### config.mk
export PLATFORM = sky130hd
export DESIGN_NAME = vend_txn_ctrl
export DESIGN_NICKNAME = d
export VERILOG_FILES = /design/src/rtl/shop_pkg.sv /design/src/rtl/vend_timeout_timer.sv /design/src/rtl/vend_txn_ctrl.sv
export SDC_FILE = /design/constraint.sdc
export NUM_CORES = 1
export LEC_CHECK = 0
export ABC_AREA = 1
export CAP_MARGIN = 10
export CORE_ASPECT_RATIO = 0.75
export CORE_MARGIN = 3
export CORE_UTILIZATION = 48
export CTS_CLUSTER_SIZE = 20
export DETAILED_ROUTE_END_ITERATION = 16
export GPL_TIMING_DRIVEN = 0
export PLACE_DENSITY_LB_ADDON = 0.1
export RECOVER_POWER = 25
export SYNTH_ARGS = -nofsm -noshare
export SYNTH_HDL_FRONTEND = slang
export SYNTH_SLANG_ARGS = --single-unit
export TNS_END_PERCENT = 50
### constraint.sdc
create_clock -name sys_clk -period 4.5 [get_ports sys_clk]
set_input_delay 0.45 -clock sys_clk [delete_from_list [all_inputs] [get_ports sys_clk]]
set_output_delay 0.45 -clock sys_clk [all_outputs]
set_load 0.02 [all_outputs]
### src/rtl/shop_pkg.sv
// Shared types and constants for the vending transaction sequencer:
// state encoding, touch event codes, money_flag encodings and the price table.
package shop_pkg;

    typedef enum logic [1:0] {
        ST_IDLE    = 2'd0,
        ST_COLLECT = 2'd1,
        ST_VEND    = 2'd2,
        ST_CHANGE  = 2'd3
    } state_t;

    localparam logic [4:0] EVT_SEL_MAX = 5'd9;
    localparam logic [4:0] EVT_COIN1   = 5'd16;
    localparam logic [4:0] EVT_COIN5   = 5'd17;
    localparam logic [4:0] EVT_COIN10  = 5'd18;
    localparam logic [4:0] EVT_CONFIRM = 5'd20;
    localparam logic [4:0] EVT_CANCEL  = 5'd21;

    localparam logic [1:0] FLAG_IDLE   = 2'd0;
    localparam logic [1:0] FLAG_ENOUGH = 2'd1;
    localparam logic [1:0] FLAG_SHORT  = 2'd2;
    localparam logic [1:0] FLAG_FULL   = 2'd3;

    localparam logic [3:0] GOODS_NONE = 4'd15;

    localparam logic [6:0] PRICE [0:9] = '{
        7'd5, 7'd8, 7'd10, 7'd15, 7'd20, 7'd25, 7'd30, 7'd40, 7'd50, 7'd60
    };

    // Unselected / out-of-range indices price at 0 so callers need no guard.
    function automatic logic [6:0] price_of(input logic [3:0] idx);
        logic [6:0] p;
        p = 7'd0;
        if (idx <= 4'd9) begin
            p = PRICE[idx];
        end
        return p;
    endfunction

    function automatic logic [6:0] coin_value(input logic [4:0] code);
        logic [6:0] v;
        case (code)
            EVT_COIN1:  v = 7'd1;
            EVT_COIN5:  v = 7'd5;
            EVT_COIN10: v = 7'd10;
            default:    v = 7'd0;
        endcase
        return v;
    endfunction

    function automatic logic is_coin(input logic [4:0] code);
        return (code == EVT_COIN1) || (code == EVT_COIN5) || (code == EVT_COIN10);
    endfunction

endpackage

### src/rtl/vend_timeout_timer.sv
// COLLECT inactivity timer: 1 Hz prescaler plus seconds counter.
// expire pulses for one cycle after TIMEOUT_S*CLK_FREQ uninterrupted run cycles.
module vend_timeout_timer #(
    parameter int CLK_FREQ  = 50_000_000,
    parameter int TIMEOUT_S = 30
) (
    input  logic clk,
    input  logic rst_n,
    input  logic clr,
    input  logic run,
    output logic expire
);

    localparam int PW = (CLK_FREQ > 2) ? $clog2(CLK_FREQ) : 1;
    localparam int SW = (TIMEOUT_S > 1) ? $clog2(TIMEOUT_S) : 1;
    localparam logic [PW-1:0] PRESC_MAX = PW'(CLK_FREQ - 1);
    localparam logic [SW-1:0] SEC_MAX   = SW'(TIMEOUT_S - 1);

    logic [PW-1:0] presc_q, presc_d;
    logic [SW-1:0] sec_q, sec_d;
    logic          presc_wrap;
    logic          sec_last;

    assign presc_wrap = (presc_q == PRESC_MAX);
    assign sec_last   = (sec_q == SEC_MAX);

    // A clear in the same cycle suppresses expiry: the event wins.
    assign expire = run && !clr && presc_wrap && sec_last;

    always_comb begin
        presc_d = presc_q;
        sec_d   = sec_q;
        if (clr || !run) begin
            presc_d = '0;
            sec_d   = '0;
        end else if (presc_wrap) begin
            presc_d = '0;
            sec_d   = sec_last ? '0 : sec_q + 1'b1;
        end else begin
            presc_d = presc_q + 1'b1;
        end
    end

    always_ff @(posedge clk or negedge rst_n) begin
        if (!rst_n) begin
            presc_q <= '0;
            sec_q   <= '0;
        end else begin
            presc_q <= presc_d;
            sec_q   <= sec_d;
        end
    end

endmodule

### src/rtl/vend_txn_ctrl.sv
// Vending transaction sequencer: credit/selection tracking, dispense and change handshakes.
// Optional inactivity timeout in COLLECT is enabled by defining VEND_TIMEOUT_EN.
module vend_txn_ctrl
    import shop_pkg::*;
#(
    parameter int CLK_FREQ   = 50_000_000,
    parameter int TIMEOUT_S  = 30,
    parameter int MAX_CREDIT = 99
) (
    input  logic       sys_clk,
    input  logic       sys_rst_n,
    input  logic       evt_valid,
    input  logic [4:0] evt_code,
    output logic       disp_req,
    input  logic       disp_ack,
    output logic       chg_req,
    output logic [6:0] chg_amount,
    input  logic       chg_ack,
    output logic       coin_reject,
    output logic [6:0] money,
    output logic [3:0] goods_index,
    output logic [1:0] money_flag,
    output logic       busy
);

    // Handshakes: a request rises with the state change that needs it and holds
    // until its ack is sampled high while the request is high; the request falls
    // on that same edge. Acks seen with the request low have no effect.

    localparam logic [6:0] MAX_C = 7'(MAX_CREDIT);

    state_t     state_q, state_d;
    logic [6:0] money_q, money_d;
    logic [3:0] goods_q, goods_d;
    logic [1:0] flag_q, flag_d;
    logic [6:0] chg_amount_q, chg_amount_d;
    logic       disp_req_q, disp_req_d;
    logic       chg_req_q, chg_req_d;
    logic       coin_reject_q, coin_reject_d;
    logic       busy_q, busy_d;

    logic       evt_take;
    logic       tmo_expire;
    logic [7:0] coin_sum;
    logic [6:0] remainder;
    logic [6:0] cur_price;
    logic [6:0] next_price;

    assign evt_take  = evt_valid && !busy_q;
    assign cur_price = price_of(goods_q);

`ifdef VEND_TIMEOUT_EN
    vend_timeout_timer #(
        .CLK_FREQ  (CLK_FREQ),
        .TIMEOUT_S (TIMEOUT_S)
    ) u_timeout (
        .clk    (sys_clk),
        .rst_n  (sys_rst_n),
        .clr    (evt_take),
        .run    (state_q == ST_COLLECT),
        .expire (tmo_expire)
    );
`else
    // Timer parameters stay in the interface so both builds share one port map.
    assign tmo_expire = 1'b0 & (CLK_FREQ > 0) & (TIMEOUT_S > 0);
`endif

    always_comb begin
        state_d       = state_q;
        money_d       = money_q;
        goods_d       = goods_q;
        chg_amount_d  = chg_amount_q;
        disp_req_d    = disp_req_q;
        chg_req_d     = chg_req_q;
        coin_reject_d = 1'b0;
        coin_sum      = {1'b0, money_q} + {1'b0, coin_value(evt_code)};
        remainder     = money_q - cur_price;

        case (state_q)
            ST_IDLE, ST_COLLECT: begin
                if (evt_take) begin
                    if (is_coin(evt_code)) begin
                        if (coin_sum <= {1'b0, MAX_C}) begin
                            money_d = coin_sum[6:0];
                            state_d = ST_COLLECT;
                        end else begin
                            coin_reject_d = 1'b1;
                        end
                    end else if (evt_code <= EVT_SEL_MAX) begin
                        goods_d = evt_code[3:0];
                        state_d = ST_COLLECT;
                    end else if (evt_code == EVT_CONFIRM) begin
                        if (goods_q != GOODS_NONE && money_q >= cur_price) begin
                            state_d    = ST_VEND;
                            disp_req_d = 1'b1;
                        end
                    end else if (evt_code == EVT_CANCEL && state_q == ST_COLLECT) begin
                        if (money_q != 7'd0) begin
                            state_d      = ST_CHANGE;
                            chg_amount_d = money_q;
                            chg_req_d    = 1'b1;
                        end else begin
                            state_d = ST_IDLE;
                            goods_d = GOODS_NONE;
                        end
                    end
                end else if (tmo_expire && state_q == ST_COLLECT) begin
                    if (money_q != 7'd0) begin
                        state_d      = ST_CHANGE;
                        chg_amount_d = money_q;
                        chg_req_d    = 1'b1;
                    end else begin
                        state_d = ST_IDLE;
                        goods_d = GOODS_NONE;
                    end
                end
            end

            ST_VEND: begin
                if (disp_ack && disp_req_q) begin
                    disp_req_d = 1'b0;
                    money_d    = remainder;
                    if (remainder != 7'd0) begin
                        state_d      = ST_CHANGE;
                        chg_amount_d = remainder;
                        chg_req_d    = 1'b1;
                    end else begin
                        state_d = ST_IDLE;
                        goods_d = GOODS_NONE;
                    end
                end
            end

            ST_CHANGE: begin
                if (chg_ack && chg_req_q) begin
                    chg_req_d    = 1'b0;
                    chg_amount_d = 7'd0;
                    money_d      = 7'd0;
                    goods_d      = GOODS_NONE;
                    state_d      = ST_IDLE;
                end
            end

            default: begin
                state_d = ST_IDLE;
            end
        endcase

        busy_d = (state_d == ST_VEND) || (state_d == ST_CHANGE);

        // Flag reflects the post-edge credit/selection so it tracks money with no lag.
        next_price = price_of(goods_d);
        if (money_d == MAX_C) begin
            flag_d = FLAG_FULL;
        end else if (state_d == ST_COLLECT && goods_d != GOODS_NONE) begin
            flag_d = (money_d >= next_price) ? FLAG_ENOUGH : FLAG_SHORT;
        end else begin
            flag_d = FLAG_IDLE;
        end
    end

    always_ff @(posedge sys_clk or negedge sys_rst_n) begin
        if (!sys_rst_n) begin
            state_q       <= ST_IDLE;
            money_q       <= 7'd0;
            goods_q       <= GOODS_NONE;
            flag_q        <= FLAG_IDLE;
            chg_amount_q  <= 7'd0;
            disp_req_q    <= 1'b0;
            chg_req_q     <= 1'b0;
            coin_reject_q <= 1'b0;
            busy_q        <= 1'b0;
        end else begin
            state_q       <= state_d;
            money_q       <= money_d;
            goods_q       <= goods_d;
            flag_q        <= flag_d;
            chg_amount_q  <= chg_amount_d;
            disp_req_q    <= disp_req_d;
            chg_req_q     <= chg_req_d;
            coin_reject_q <= coin_reject_d;
            busy_q        <= busy_d;
        end
    end

    assign disp_req    = disp_req_q;
    assign chg_req     = chg_req_q;
    assign chg_amount  = chg_amount_q;
    assign coin_reject = coin_reject_q;
    assign money       = money_q;
    assign goods_index = goods_q;
    assign money_flag  = flag_q;
    assign busy        = busy_q;

endmodule

==> results of run 1 <==
logic make-up after synthesis:
| kind of cell | after synthesis | share of synthesized area |
|---|---|---|
| AO/OA/AOI/OAI | 69 | 0.1533 |
| adder cells (fa/ha/maj) | 27 | 0.1260 |
| buffers and inverters | 79 | 0.1122 |
| XOR/XNOR | 4 | 0.01520 |
| flip-flops | 26 | 0.2341 |
| AND/OR/NAND/NOR | 204 | 0.3592 |
path summary, 6_finish.rpt:
path                                      startpoint                        end  slack, ps  cells past startpoint
min                        chg_amount[1]$_DFFE_PN0P_  chg_amount[1]$_DFFE_PN0P_        500                      2
min reg2reg                chg_amount[1]$_DFFE_PN0P_  chg_amount[1]$_DFFE_PN0P_        500                      2
max reg2reg                 goods_index[0]$_DFF_PN1_    money_flag[1]$_DFF_PN0_         30                     32
max in group asynchronous                  sys_rst_n       disp_req$_DFFE_PN0P_       2730                      2
max                         goods_index[0]$_DFF_PN1_    money_flag[1]$_DFF_PN0_         30                     32
min in group asynchronous                  sys_rst_n  chg_amount[1]$_DFFE_PN0P_        510                      1
what timing repair did:
action | in CTS | in global routing
gates resized for setup | 27 | 17
hold buffers | 0 | 0
buffers inserted | 10 | 1
pin swaps | 22 | 18
setup endpoints to repair | 2 | 2
sequential cells by signal (all words and copies together), names as in the netlist, 2 cells and up:
signal / flops
money: 7
state_q: 2
goods_index: 4
money_flag: 2
chg_amount: 7
critical path: cells and delay by family (launching register included):
kind / cells / cell delay [ps]
AOI/OAI and AO/OA: 8 / 900
adders and majority gates: 5 / 1130
buffers and inverters: 5 / 360
DFF: 1 / 580
and+or+nand+nor: 14 / 1440
stage by stage:
stage / cell area, µm² / cells
2_1_floorplan: 2800 / 409
3_3_place_gp: 3224 / 517
3_5_place_dp: 3224 / 517
4_1_cts: 3445 / 531
5_1_grt: 3528 / 533
6_report: 3528 / 533
layer usage:
metal / vias to the layer above / GRT usage
met3: 14 / 0.03005
met2: 101 / 0.3813
met5: - / 0
li1: 1430 / -
met1: 1419 / 0.3585
met4: 0 / 0.03045
final cells by class:
type                            count  area, µm²  share of cell area
Sequential cell                    26      655.6              0.1858
Timing Repair Buffer               45      420.4              0.1191
Inverter                           74      292.8             0.08298
Clock buffer                        4      55.05             0.01560
Buffer                              5      28.78            0.008156
Tap cell                           75      93.84             0.02660
Multi-Input combinational cell    304       1982              0.5617
cell usage in the layout, fill, tap and decap left out, types with 3 or more instances in the layout:
master | synthesis | final
ha_1 | 25 | 18
clkdlybuf4s50_1 | 0 | 32
nand3_1 | 28 | 27
nand2_2 | 11 | 15
nor2_4 | 2 | 4
dfstp_2 | 4 | 4
nor2_1 | 21 | 18
inv_2 | 8 | 13
a21oi_1 | 18 | 16
clkbuf_1 | 2 | 3
inv_1 | 64 | 56
ha_4 | 0 | 5
nand2_4 | 2 | 4
nand3b_1 | 3 | 3
nor2_2 | 4 | 5
o22ai_1 | 9 | 9
nand4_1 | 12 | 12
nand2_1 | 107 | 101
inv_4 | 1 | 4
a21oi_2 | 3 | 5
o21ai_1 | 8 | 10
nand3_2 | 4 | 5
clkbuf_8 | 0 | 4
dfrtp_1 | 22 | 22
o21ai_0 | 19 | 16
buf_4 | 0 | 10
==> results.tsv, run 1 <==
stage	metric	value	unit
outcome	status	complete, no violations	
clock_tree	# clock sinks	26	
drt	Vias/cell	5.561	
final_layout	Final Net Count	496	
timing	RSZ-0062 raised after global routing	true	
placed_design	GP Congestion	0.9578	
placed_design	pre-CTS setup slack	-520.1	ps
setup_path	CP max stage cell	dfstp_2	
grt	initial antenna violation count	0	
synthesis	top-count cell post-synth	nand2_1	
setup_path	most used cell, CP	nand2_1	
final_layout	layout cells sized above 1	0.2162	
setup_path	Crit Path Max Fanout	6	
placed_design	Buffers on Ports	33	
final_layout	fin util	0.6419	
grt	GR Overflow Total	0	
synthesis	Post-synth EDFFs	0	
synthesis	sequential area share after synthesis	0.2341	
final_layout	ANT cells	0	
timing	slew margin rel.	0.3029	
setup_path	Startpoint Class	register	
clock_tree	TritonCTS Buffers	3	
grt	vias in the first global route	2698	
synthesis	Primary FF master, synth	dfrtp_1	
synthesis	commonest cells in the netlist	107 x nand2_1, 64 x inv_1, 28 x nand3_1, 25 x ha_1, 22 x dfrtp_1	
grt	first-pass GRT wire length	12930	µm
drt	post-route ant nets	0	
timing	Max Slew Vio Count	0	
clock_tree	Clock Latency Late Sink	270	ps
drt	Top Layer Used	met4	
synthesis	Yosys cell types	44	
setup_path	Slowest Stage Delay on Critical Path	580	ps
synthesis	async set-or-reset flop fraction in the synthesized netlist	1.000	
die	core area	5497	µm²
drt	Vias	2964	
drt	met3 wire len	440	µm
timing	final worst slack	25.35	ps
synthesis	Synth top area share	0.1966	
drt	routed length on met2	3475	µm
setup_path	kind of critical path	register to register	
synthesis	#FFs+latches synth	26	
drt	DRT Pass-1 Iters	5	
grt	gr usage total	0.2392	
synthesis	Synth area leader	dfrtp_1	
timing	min cycle time layout	4475	ps
drt	initial drt markers	252	
timing	fmax	223.5	MHz
timing	Hold Slack	503.5	ps
synthesis	Syn Area/Cell	6.846	µm²
placed_design	DP Wirelength	6173	µm
flow_run	# Max-Cap Violations	0	
synthesis	Syn Std Cell Area	2800	µm²
clock_tree	Reg clk slew, reported paths	100	ps
timing	skew final	7.196	ps
synthesis	Post-Syn Nets	446	
die	die height	72.15	µm
die	Die ar.	6796	µm²
final_layout	area delta synth->final	26.01	%
clock_tree	maximum clock path buffer count	2	
timing	worst-margin pin slew	1046	ps
drt	Routed WL	7855	µm
drt	Remaining DRCs	0	
clock_tree	H-tree levels	1	
timing	Hold Vio Cnt, Final	0	
timing	setup violators final	0	
final_layout	Fill cells	480	
die	Die W	94.20	µm
setup_path	Crit. End Element	register	
drt	routed len/inst	14.74	µm
die	FP Rows	23	
die	IO Pins	34	
die	initial core utilization	0.5094	
setup_path	Crit path required time	4720	ps
hold_path	min-delay worst type	register to register	
setup_path	Worst Path Arrival	4700	ps
clock_tree	CTS tree	done	
grt	largest net degree at the start of global routing	27	
drt	M1 WL	3802	µm
timing	sum of negative setup slack	0	ps
timing	Final period util	0.9944	
clock_tree	CTS root buf	clkbuf_8	
synthesis	largest cells by area after synthesis	dfrtp_1 20%, nand2_1 14%, ha_1 11%, inv_1 8.6%, nand3_1 5.0%	
synthesis	Synth Instances	409	
synthesis	yosys warns	0	
Power of run 1 is left out: the tool's default activity adds up to more than one toggle a clock period on the data nets, which glitch-free logic cannot reach.
==> run 2: changes to the inputs <==
--- a/config.mk
+++ b/config.mk
@@ -14,4 +14,5 @@
 export DETAILED_ROUTE_END_ITERATION = 16
 export GPL_TIMING_DRIVEN = 0
+export MAX_ROUTING_LAYER = met4
 export PLACE_DENSITY_LB_ADDON = 0.1
 export RECOVER_POWER = 25
==> constraint.sdc (replaced) <==
create_clock -name sys_clk -period 4.5 [get_ports sys_clk]
set_input_delay 0.675 -clock sys_clk [delete_from_list [all_inputs] [get_ports sys_clk]]
set_output_delay 0.675 -clock sys_clk [all_outputs]
set_load 0.02 [all_outputs]
==> run 2 against run 1 <==
Effect of this change:
- global-route usage grew 1.4 points
- sequential cell count is the same
- critical path type unchanged
- via count shrank 0.64%
- sequential share of layout area is essentially flat
- critical endpoint unchanged
- setup slack lost 2.3 ps
- cell count grew 0.38%
==> results.tsv, run 2 (same netlist as run 1, synthesis figures left out) <==
stage	metric	value	unit	change
grt	first-pass GRT wire length	13080	µm	was 12930 µm
hold_path	min-delay worst type	register to register		unchanged
timing	Hold Vio Cnt, Final	0		unchanged
grt	GR Overflow Total	0		unchanged
final_layout	multi-input logic area	1966	µm²	was 1982 µm²
final_layout	Storage cell area	655.6	µm²	unchanged
drt	Vias/cell	5.505		was 5.561
die	die height	72.15	µm	unchanged
timing	Final period util	0.9949		was 0.9944
grt	initial antenna violation count	0		unchanged
setup_path	CP Buf/Inv Count	5		unchanged
grt	largest net degree at the start of global routing	27		unchanged
timing	slew margin rel.	0.2724		was 0.3029
grt	gr usage total	0.2530		was 0.2392
setup_path	Worst Path Arrival	4700	ps	about the same
final_layout	ANT cells	0		unchanged
drt	post-route ant nets	0		unchanged
setup_path	FF-to-FF setup slack	20	ps	was 30 ps
die	IO Pins	34		unchanged
final_layout	layout cells sized above 1	0.2130		was 0.2162
die	initial core utilization	0.5094		unchanged
final_layout	Finished Layout Cells	535		was 533
timing	min cycle time layout	4477	ps	was 4475 ps
setup_path	reg2reg start	goods_index[0]$_DFF_PN1_		unchanged
setup_path	Slowest Stage Delay on Critical Path	570	ps	was 580 ps
setup_path	Startpoint Class	register		unchanged
clock_tree	maximum clock path buffer count	2		unchanged
final_layout	most frequent cells in the layout	103 x nand2_1, 57 x inv_1, 32 x clkdlybuf4s50_1, 27 x nand3_1, 22 x dfrtp_1		was 101 x nand2_1, 56 x inv_1, 32 x clkdlybuf4s50_1, 27 x nand3_1, 22 x dfrtp_1
clock_tree	Reg clk slew, reported paths	90	ps	was 100 ps
placed_design	Placed Cells	517		unchanged
placed_design	Buffers on Ports	33		unchanged
placed_design	GP Congestion	0.9544		was 0.9578
setup_path	CP max stage cell	dfstp_2		unchanged
drt	Vias	2945		was 2964
hold_path	Hold Path End	chg_amount[2]$_DFFE_PN0P_		was chg_amount[1]$_DFFE_PN0P_
die	Die ar.	6796	µm²	unchanged
drt	routed len/inst	15.22	µm	was 14.74 µm
setup_path	Crit path required time	4720	ps	about the same
clock_tree	TritonCTS Buffers	3		unchanged
final_layout	Fill cells	506		was 480
drt	DRT Pass-1 Iters	5		unchanged
timing	fmax	223.4	MHz	was 223.5 MHz
final_layout	area delta synth->final	25.87	%	was 26.01%
clock_tree	CTS root buf	clkbuf_8		unchanged
final_layout	Final Net Count	498		was 496
drt	Routed WL	8145	µm	was 7855 µm
hold_path	HP Start	chg_amount[2]$_DFFE_PN0P_		was chg_amount[1]$_DFFE_PN0P_
clock_tree	H-tree levels	1		unchanged
setup_path	FF-to-FF path depth	33		was 32
timing	setup violators final	0		unchanged
setup_path	kind of critical path	register to register		unchanged
grt	vias in the first global route	2679		was 2698
final_layout	fin util	0.6412		was 0.6419
clock_tree	CTS tree	done		unchanged
timing	skew final	3.031	ps	was 7.196 ps
outcome	status	complete, no violations		unchanged
setup_path	Reg-to-Reg End	money_flag[1]$_DFF_PN0_		unchanged
timing	worst-margin pin slew	1091	ps	was 1046 ps
drt	Remaining DRCs	0		unchanged
placed_design	DP Wirelength	6366	µm	was 6173 µm
setup_path	Crit. End Element	register		unchanged
die	core area	5497	µm²	unchanged
drt	initial drt markers	220		was 252
hold_path	hold depth	2		unchanged
setup_path	Crit Path Max Fanout	5		was 6
flow_run	# Max-Cap Violations	0		unchanged
timing	RSZ-0062 raised after global routing	true		unchanged
timing	Max Slew Vio Count	0		unchanged
clock_tree	# clock sinks	26		unchanged
clock_tree	Clock Latency Late Sink	280	ps	was 270 ps
die	Die W	94.20	µm	unchanged
setup_path	CP delay by family, top	simple AND/OR/NAND/NOR gates		unchanged
die	FP Rows	23		unchanged
clock_tree	Hold Buf Count CTS	0		unchanged
final_layout	commonest non-fill, non-tap cell in the layout	nand2_1		unchanged
[run 2: changes by cell type in the layout (fill, tap and decap cells not counted), sizes merged]
| cell | previous run | this run |
|---|---|---|
| buf | 14 | 16 |
[run 2: worst max path at each step]
stage | startpoint | endpoint | slack, ps | cells past startpoint
2_1_floorplan | goods_index[0]$_DFF_PN1_ | money_flag[1]$_DFF_PN0_ | 30 | 35
3_3_place_gp | evt_code[3] | money_flag[1]$_DFF_PN0_ | -510 | 26
3_5_place_dp | evt_code[3] | money_flag[1]$_DFF_PN0_ | -630 | 26
4_1_cts | goods_index[0]$_DFF_PN1_ | money_flag[1]$_DFF_PN0_ | -140 | 35
5_1_grt | goods_index[0]$_DFF_PN1_ | money_flag[1]$_DFF_PN0_ | -370 | 35
6_report | goods_index[0]$_DFF_PN1_ | money_flag[1]$_DFF_PN0_ | 20 | 33
[run 2: stage by stage]
step	setup WS (ps)	setup TNS [ps]	hold slack [ps]	cell area [µm²]
finish	23.02	0	494.2	3525
global route	-374.0	-731.6	531.5	3525
CTS	-139.5	-250.7	499.5	3451
detailed placement	-628.5	-1232	476.6	3224
global placement	-511.8	-992.1	474.3	3224
floorplan	33.27	0	379.4	2800
[run 2: worst reg2reg max path: cells and delay by family (launching register included)]
| kind | cells | cell delay (ps) |
|---|---|---|
| AOI/OAI and AO/OA | 8 | 920 |
| adders and majority gates | 5 | 1220 |
| buffers and inverters | 5 | 260 |
| DFF | 1 | 570 |
| and+or+nand+nor | 15 | 1460 |
[run 2: cell type report]
class                           count  share of cell area
Buffer                              5            0.008165
Clock buffer                        4             0.01562
Inverter                           74             0.08236
Multi-Input combinational cell    304              0.5577
Sequential cell                    26              0.1860
Tap cell                           75             0.02662
Timing Repair Buffer               47              0.1235
[run 2: metal layers]
layer  routed length (µm)  track usage
met5                    0            -
met4                  196      0.07051
met3                  585      0.04041
met2                 3647       0.3774
met1                 3715       0.3576
[run 2: timing repair]
action,CTS,global route
gates resized for setup,24,15
pin swaps,20,15
buffers inserted,11,2
setup endpoints to repair,2,2
Power of run 2 is left out for the same reason.
